## config.mk

```make
export PLATFORM = sky130hd
export DESIGN_NAME = control_sequencer
export DESIGN_NICKNAME = d
export VERILOG_FILES = /design/src/rtl/control_sequencer.sv
export SDC_FILE = /design/constraint.sdc
export NUM_CORES = 1
export LEC_CHECK = 0
export BUFFER_PORTS_ARGS = -buffer_cell sky130_fd_sc_hd__buf_2
export CAP_MARGIN = 20
export CELL_PAD_IN_SITES_DETAIL_PLACEMENT = 1
export CELL_PAD_IN_SITES_GLOBAL_PLACEMENT = 2
export CORE_MARGIN = 2
export CORE_UTILIZATION = 22
export DETAILED_ROUTE_END_ITERATION = 8
export PLACE_DENSITY = 0.75
export SYNTH_ARGS = -nofsm -noshare
export SYNTH_HDL_FRONTEND = slang
export SYNTH_SLANG_ARGS = --single-unit
export TNS_END_PERCENT = 5
```

## constraint.sdc

```tcl
create_clock -name clk -period 1.2 [get_ports clk]
set_input_delay 0.24 -clock clk [delete_from_list [all_inputs] [get_ports clk]]
set_output_delay 0.24 -clock clk [all_outputs]
set_load 0.01 [all_outputs]
```

## src/rtl/control_sequencer.sv

```systemverilog
// Eight-phase control sequencer for a simple accumulator CPU, with a sticky halt.
// Optional instruction counter output enabled by defining CTRL_INSTR_CNT_EN.
package control_sequencer_pkg;
  typedef enum logic [2:0] {
    HLT = 3'd0,
    SKZ = 3'd1,
    ADD = 3'd2,
    AND = 3'd3,
    XOR = 3'd4,
    LDA = 3'd5,
    STO = 3'd6,
    JMP = 3'd7
  } opcode_t;
endpackage

module control_sequencer
  import control_sequencer_pkg::*;
(
  input  logic        clk,
  input  logic        rst,
  input  logic [2:0]  opcode,
  input  logic        zero,
  output logic        mem_rd,
  output logic        mem_wr,
  output logic        load_ir,
  output logic        load_ac,
  output logic        inc_pc,
  output logic        load_pc,
  output logic        halt,
`ifdef CTRL_INSTR_CNT_EN
  output logic [15:0] instr_cnt,
`endif
  output logic [2:0]  phase
);

  typedef enum logic [2:0] {
    INST_ADDR  = 3'd0,
    INST_FETCH = 3'd1,
    INST_LOAD  = 3'd2,
    IDLE       = 3'd3,
    OP_ADDR    = 3'd4,
    OP_FETCH   = 3'd5,
    ALU_OP     = 3'd6,
    STORE      = 3'd7
  } phase_t;

  phase_t  state_q, state_d;
  logic    halted_q, halted_d;
  opcode_t op;
  logic    alu_op;

  assign op     = opcode_t'(opcode);
  assign alu_op = (op == ADD) || (op == AND) || (op == XOR) || (op == LDA);
  assign phase  = state_q;

  always_ff @(posedge clk) begin
    if (rst) begin
      state_q  <= INST_ADDR;
      halted_q <= 1'b0;
    end else begin
      state_q  <= state_d;
      halted_q <= halted_d;
    end
  end

  always_comb begin
    state_d  = state_q;
    halted_d = halted_q;
    mem_rd   = 1'b0;
    mem_wr   = 1'b0;
    load_ir  = 1'b0;
    load_ac  = 1'b0;
    inc_pc   = 1'b0;
    load_pc  = 1'b0;
    halt     = 1'b0;
    if (halted_q) begin
      // Frozen in OP_ADDR; only rst leaves this condition.
      halt = 1'b1;
    end else begin
      case (state_q)
        INST_ADDR: begin
          state_d = INST_FETCH;
        end
        INST_FETCH: begin
          mem_rd  = 1'b1;
          state_d = INST_LOAD;
        end
        INST_LOAD: begin
          mem_rd  = 1'b1;
          load_ir = 1'b1;
          state_d = IDLE;
        end
        IDLE: begin
          mem_rd  = 1'b1;
          load_ir = 1'b1;
          state_d = OP_ADDR;
        end
        OP_ADDR: begin
          inc_pc = 1'b1;
          if (op == HLT) begin
            halt     = 1'b1;
            halted_d = 1'b1;
            state_d  = OP_ADDR;
          end else begin
            state_d = OP_FETCH;
          end
        end
        OP_FETCH: begin
          mem_rd  = alu_op;
          state_d = ALU_OP;
        end
        ALU_OP: begin
          mem_rd  = alu_op;
          load_ac = alu_op;
          inc_pc  = (op == SKZ) && zero;
          load_pc = (op == JMP);
          state_d = STORE;
        end
        STORE: begin
          mem_rd  = alu_op;
          load_ac = alu_op;
          inc_pc  = (op == JMP);
          load_pc = (op == JMP);
          mem_wr  = (op == STO);
          state_d = INST_ADDR;
        end
        default: begin
          state_d = INST_ADDR;
        end
      endcase
    end
  end

`ifdef CTRL_INSTR_CNT_EN
  logic [15:0] cnt_q;

  // Counts completed instructions on the STORE->INST_ADDR wrap; a halted
  // sequencer never reaches STORE, so the count holds while halted.
  always_ff @(posedge clk) begin
    if (rst) begin
      cnt_q <= 16'h0000;
    end else if (!halted_q && (state_q == STORE)) begin
      cnt_q <= cnt_q + 16'h0001;
    end
  end

  assign instr_cnt = cnt_q;
`endif

endmodule

```

==> After elaboration in Yosys (flattened, before gate mapping) <==
Index checks and enable logic that the tools add are counted.
{ "word_totals": {"regBits": 4, "out_inout_bits": 10, "wordCells": 43} }
{ "classes": {"n_eq_ne": 14, "n_mux": 17, "n_reduce_logical": 10} }
{ "op_table": {"columns": ["operator", "n"], "rows": [
  ["$eq 3x3->1 const B", 8],
  ["$pmux 3 s8", 1],
  ["$mux 1", 14],
  ["$eq 3x2->1 const B", 4],
  ["$eq 3x1->1 const B", 2],
  ["$logic_not 3->1", 2],
  ["$reduce_or 3->1", 2],
  ["$reduce_or 2->1", 2],
  ["$logic_or 1x1->1", 3],
  ["$pmux 1 s3", 1],
  ["$pmux 1 s2", 1],
  ["$logic_and 1x1->1", 1]
]} }

==> Logic depth before layout (Yosys ltp) <==
{ "logic_depth": {"word_depth": 6, "ltp_mapped": 4, "mapped_depth_nobuf": 3} }

==> Least setup slack after synthesis <==
Ideal clock, no wire load.
{ "synth_path": {"path_type": "reg-to-output", "from": "register state_q[1], in the netlist phase[1]", "to": "output port inc_pc", "arrival_ns": 0.995, "t_required_ns": 0.960, "path_slack_ns": -0.035, "path_stages_with_launch": 4, "n_path_buf": 0, "cell_sequence": "dfxtp_1 -> nand3b_4 -> nor2_2 -> a22o_1"} }
{ "synth_between": {"elab_chain_cells": 3} }
{ "synth_rtl": {"columns": ["element", "line", "source"], "rows": [
  ["start, declared", "47", "phase_t state_q, state_d;"],
  ["start signal, assigned", "61", "state_q <= state_d;"],
  ["$eq 3x3->1", "80", "case (state_q)"],
  ["$pmux 1 s3 *", "80", null],
  ["$mux 1 *", "76", "if (halted_q) begin"],
  ["end, declared", "27", "output logic inc_pc,"]
]} }
Mark *: on every way between the ends. The rest lies on a longest branch, timed or not.

==> Worst setup path after layout <==
{ "layout_path": {"from": "register halted_q", "to": "output port inc_pc"} }
{ "layout_between": {"elab_chain_cells": 1} }
{ "layout_rtl": {"columns": ["element", "line", "source"], "rows": [
  ["start, declared", "48", "logic halted_q, halted_d;"],
  ["start signal, assigned", "62", "halted_q <= halted_d;"],
  ["$mux 1", "76", null]
]} }
No other way between the ends.

==> flow_metrics.env <==
export IMPL_critPathMaxStageDelay_ns=0.34
export IMPL_arrival_ns=1.14
export IMPL_finalHoldViolCount=0
export IMPL_yosysTopAreaCellShare_pct=26.4
export IMPL_synthTopCellsByCount="5 x nor2_1, 4 x dfxtp_1"
export IMPL_cts_sinks=4
export IMPL_synth_cell_types=21
export IMPL_ys_flop_type="dfxtp_1"
export IMPL_initial_core_util_pct=23.3
export IMPL_path_max_fanout=4
export IMPL_finClkSkew_ns=0.000948
export IMPL_area_growth_pct=67.4
export IMPL_drive_gt1_share_pct=66.1
export IMPL_worst_slack_ns=-0.176
export IMPL_r2r_start="phase[2]"
export IMPL_track_usage_pct=11.3
export IMPL_drt_iter0_markers=4
export IMPL_fin_area_um2=507
export IMPL_avgSynthCellArea_um2=9.46
export IMPL_period_share_pct=115
export IMPL_wl_per_cell_um=12.2
export IMPL_p_leak_nw=0.260
export IMPL_io_pins=16
export IMPL_peakVddDrop_mv=0.358
export IMPL_hold_path_cell_count=2
export IMPL_r2r_end="halted_q"
export IMPL_grt_pass1_vias=283
export IMPL_setup_violations_final=6
export IMPL_crit_buf_inv=1
export IMPL_yosysSeqAreaShare_pct=26.4
export IMPL_synth_top_area_cell="dfxtp_1"
export IMPL_synthCells=32
export IMPL_grt_pass1_wl_mm=1.22
export IMPL_period_needed_ns=1.38
export IMPL_final_util_pct=38.9
export IMPL_path_cells="nand3b_4 -> nor2_4 -> a22o_1 -> buf_6"
export IMPL_ant_nets=0
export IMPL_violations="negative setup slack"
export IMPL_die_x_um=41.1
export IMPL_cts_hold_buf=0
export IMPL_post_dp_cell_area_um2=418
export IMPL_synth_edf_count=0
export IMPL_vias_per_cell=4.66
export IMPL_die_y_um=41.1
export IMPL_critPathSlowestCell="dfxtp_2"
export IMPL_final_max_slew_violation_count=0
export IMPL_core_area_um2=1300
export IMPL_place_congestion=0.618
export IMPL_rows=13
export IMPL_clockBufferDepth=2
export IMPL_cts_max_level=1
export IMPL_rrSetupSlack_ns=0.21
export IMPL_r2r_cells=3
export IMPL_clock_fmax_ghz=0.727
export IMPL_synth_net_count=38
export IMPL_synth_most_common_cell="nor2_1"
export IMPL_min_from="rst"
export IMPL_syn_area_um2=303
export IMPL_grt_max_degree=7
export IMPL_drcViolationCount=0
export IMPL_critPathKind="reg -> out"
export IMPL_powerDensity_nw_per_um2=928
export IMPL_clockRootBuffer="clkbuf_4"
export IMPL_vias=331
export IMPL_rsz0062_at_grt="true"
export IMPL_yosysWarnings=0
export IMPL_maxCapViolCount=0
export IMPL_grt_overflow=0
export IMPL_min_path_type="in -> reg"
export IMPL_cp_start_kind="flip-flop"
export IMPL_insertion_delay_ns=0.24
export IMPL_clk_pin_slew_ns=0.04
export IMPL_placement_io_buffers=15
export IMPL_layout_nets=64
export IMPL_cts_inserted_buffers=3
export IMPL_cp_top_family="flip-flops"
export IMPL_first_pass_iters=4
export IMPL_async_reset_ff_share_pct=0
export IMPL_synth_area_top_cells="dfxtp_1 26%, nand3b_4 6.6%, nor2_1 6.2%, a31o_4 5.8%, xnor2_1 5.8%"
export IMPL_ys_ff_latch=4
export IMPL_endpoint_kind="output pin"
export IMPL_cts_tree="built"
export IMPL_grt_antenna_before_repair=0
export IMPL_wl_um=866
export IMPL_status="finished with violations"
export IMPL_worstPathRequired_ns=0.96
export IMPL_fin_worst_hold_slack_ns=0.221
export IMPL_hold_end="halted_q"
export IMPL_tightest_slew_ns=0.230
export IMPL_fp_dieArea_um2=1690
export IMPL_max_slew_margin_pct=84.5
export IMPL_diodes=0
## routing by layer
metal  global-route usage, %  vias to the layer above  part of all wire, %
li1                        -                      162                    -
met1                    12.7                      153                   38
met2                    19.9                       16                   52
met3                    5.98                        0                   10
met4                       0                        0                    0
met5                       0                        -                    0
## stage by stage
stage               setup WS (ns)  power (mW)  TNS (ns)  instances
floorplan                  0.0208       0.231         0         32
global placement           0.0248       0.292         0         65
detailed placement         0.0274       0.294         0         65
CTS                        -0.168       0.474    -0.598         69
global route               -0.225       0.501     -1.00         71
finish                     -0.176       0.470    -0.593         71
## registers in the layout (all words and copies together), names as in the netlist
register  flops
phase         3
halted_q      1
## cell type report
class / instances / area (um2)
Multi-Input combinational cell: 26 / 219
Tap cell: 15 / 18.8
Fill cell: 171 / 795
Clock buffer: 3 / 22.5
Timing Repair Buffer: 23 / 154
Sequential cell: 4 / 92.6
## worst max-delay path by stage
stage | startpoint | to | slack (ns) | depth (start not counted)
floorplan | halted_q | inc_pc | 0.02 | 4
global placement | phase[0] | mem_wr | 0.02 | 4
detailed placement | opcode[2] | inc_pc | 0.03 | 4
CTS | phase[2] | halt | -0.17 | 3
global route | halted_q | inc_pc | -0.22 | 4
finish | halted_q | inc_pc | -0.18 | 4
## placed cells by master, fill, tap and decap left out
master | netlist | routed
nor2_4 | 0 | 1
nand4b_1 | 1 | 1
a31o_4 | 1 | 1
nor2_1 | 5 | 5
clkbuf_4 | 0 | 3
dfxtp_4 | 0 | 3
nand3b_4 | 1 | 1
buf_2 | 0 | 12
nand3_1 | 1 | 1
dfxtp_2 | 0 | 1
nor2_2 | 2 | 1
nor2b_1 | 1 | 1
buf_6 | 1 | 3
xor2_1 | 2 | 2
nand3b_1 | 1 | 1
and2b_1 | 1 | 1
a311oi_1 | 1 | 1
buf_4 | 1 | 8
nor3b_1 | 2 | 1
a22o_1 | 1 | 1
nor2b_4 | 1 | 1
o31ai_1 | 1 | 1
xnor2_1 | 2 | 2
nand2_1 | 1 | 1
nor3b_2 | 0 | 1
a211oi_2 | 0 | 1
## power breakdown
group          total [mW]  internal (mW)  switching, mW  leakage [nW]
logic               0.136         0.0730         0.0628         0.211
clock network       0.168          0.112         0.0559        0.0138
registers           0.166          0.145         0.0218        0.0353
## cell families (layout without fill, tap and decap cells)
family / after synthesis / count (layout) / share of synthesized area (%)
flip-flops: 4 / 4 / 26.4
buffers and inverters: 2 / 26 / 6.20
XOR/XNOR: 4 / 4 / 11.6
AO/OA/AOI/OAI: 5 / 5 / 16.5
AND/OR/NAND/NOR: 17 / 17 / 39.3
## worst reg2reg max path: cells and delay by family (launching register included)
| kind | cells | cell delay, ns |
|---|---|---|
| compound gates | 1 | 0.23 |
| flops | 1 | 0.36 |
| simple gates | 2 | 0.30 |
## what timing repair did
action	in CTS	in global routing
setup endpoints to repair	7	7
setup buffers	1	2
gates resized for setup	8	3
pin swaps	3	2
Note: power is estimated with default switching activity, not from simulation.
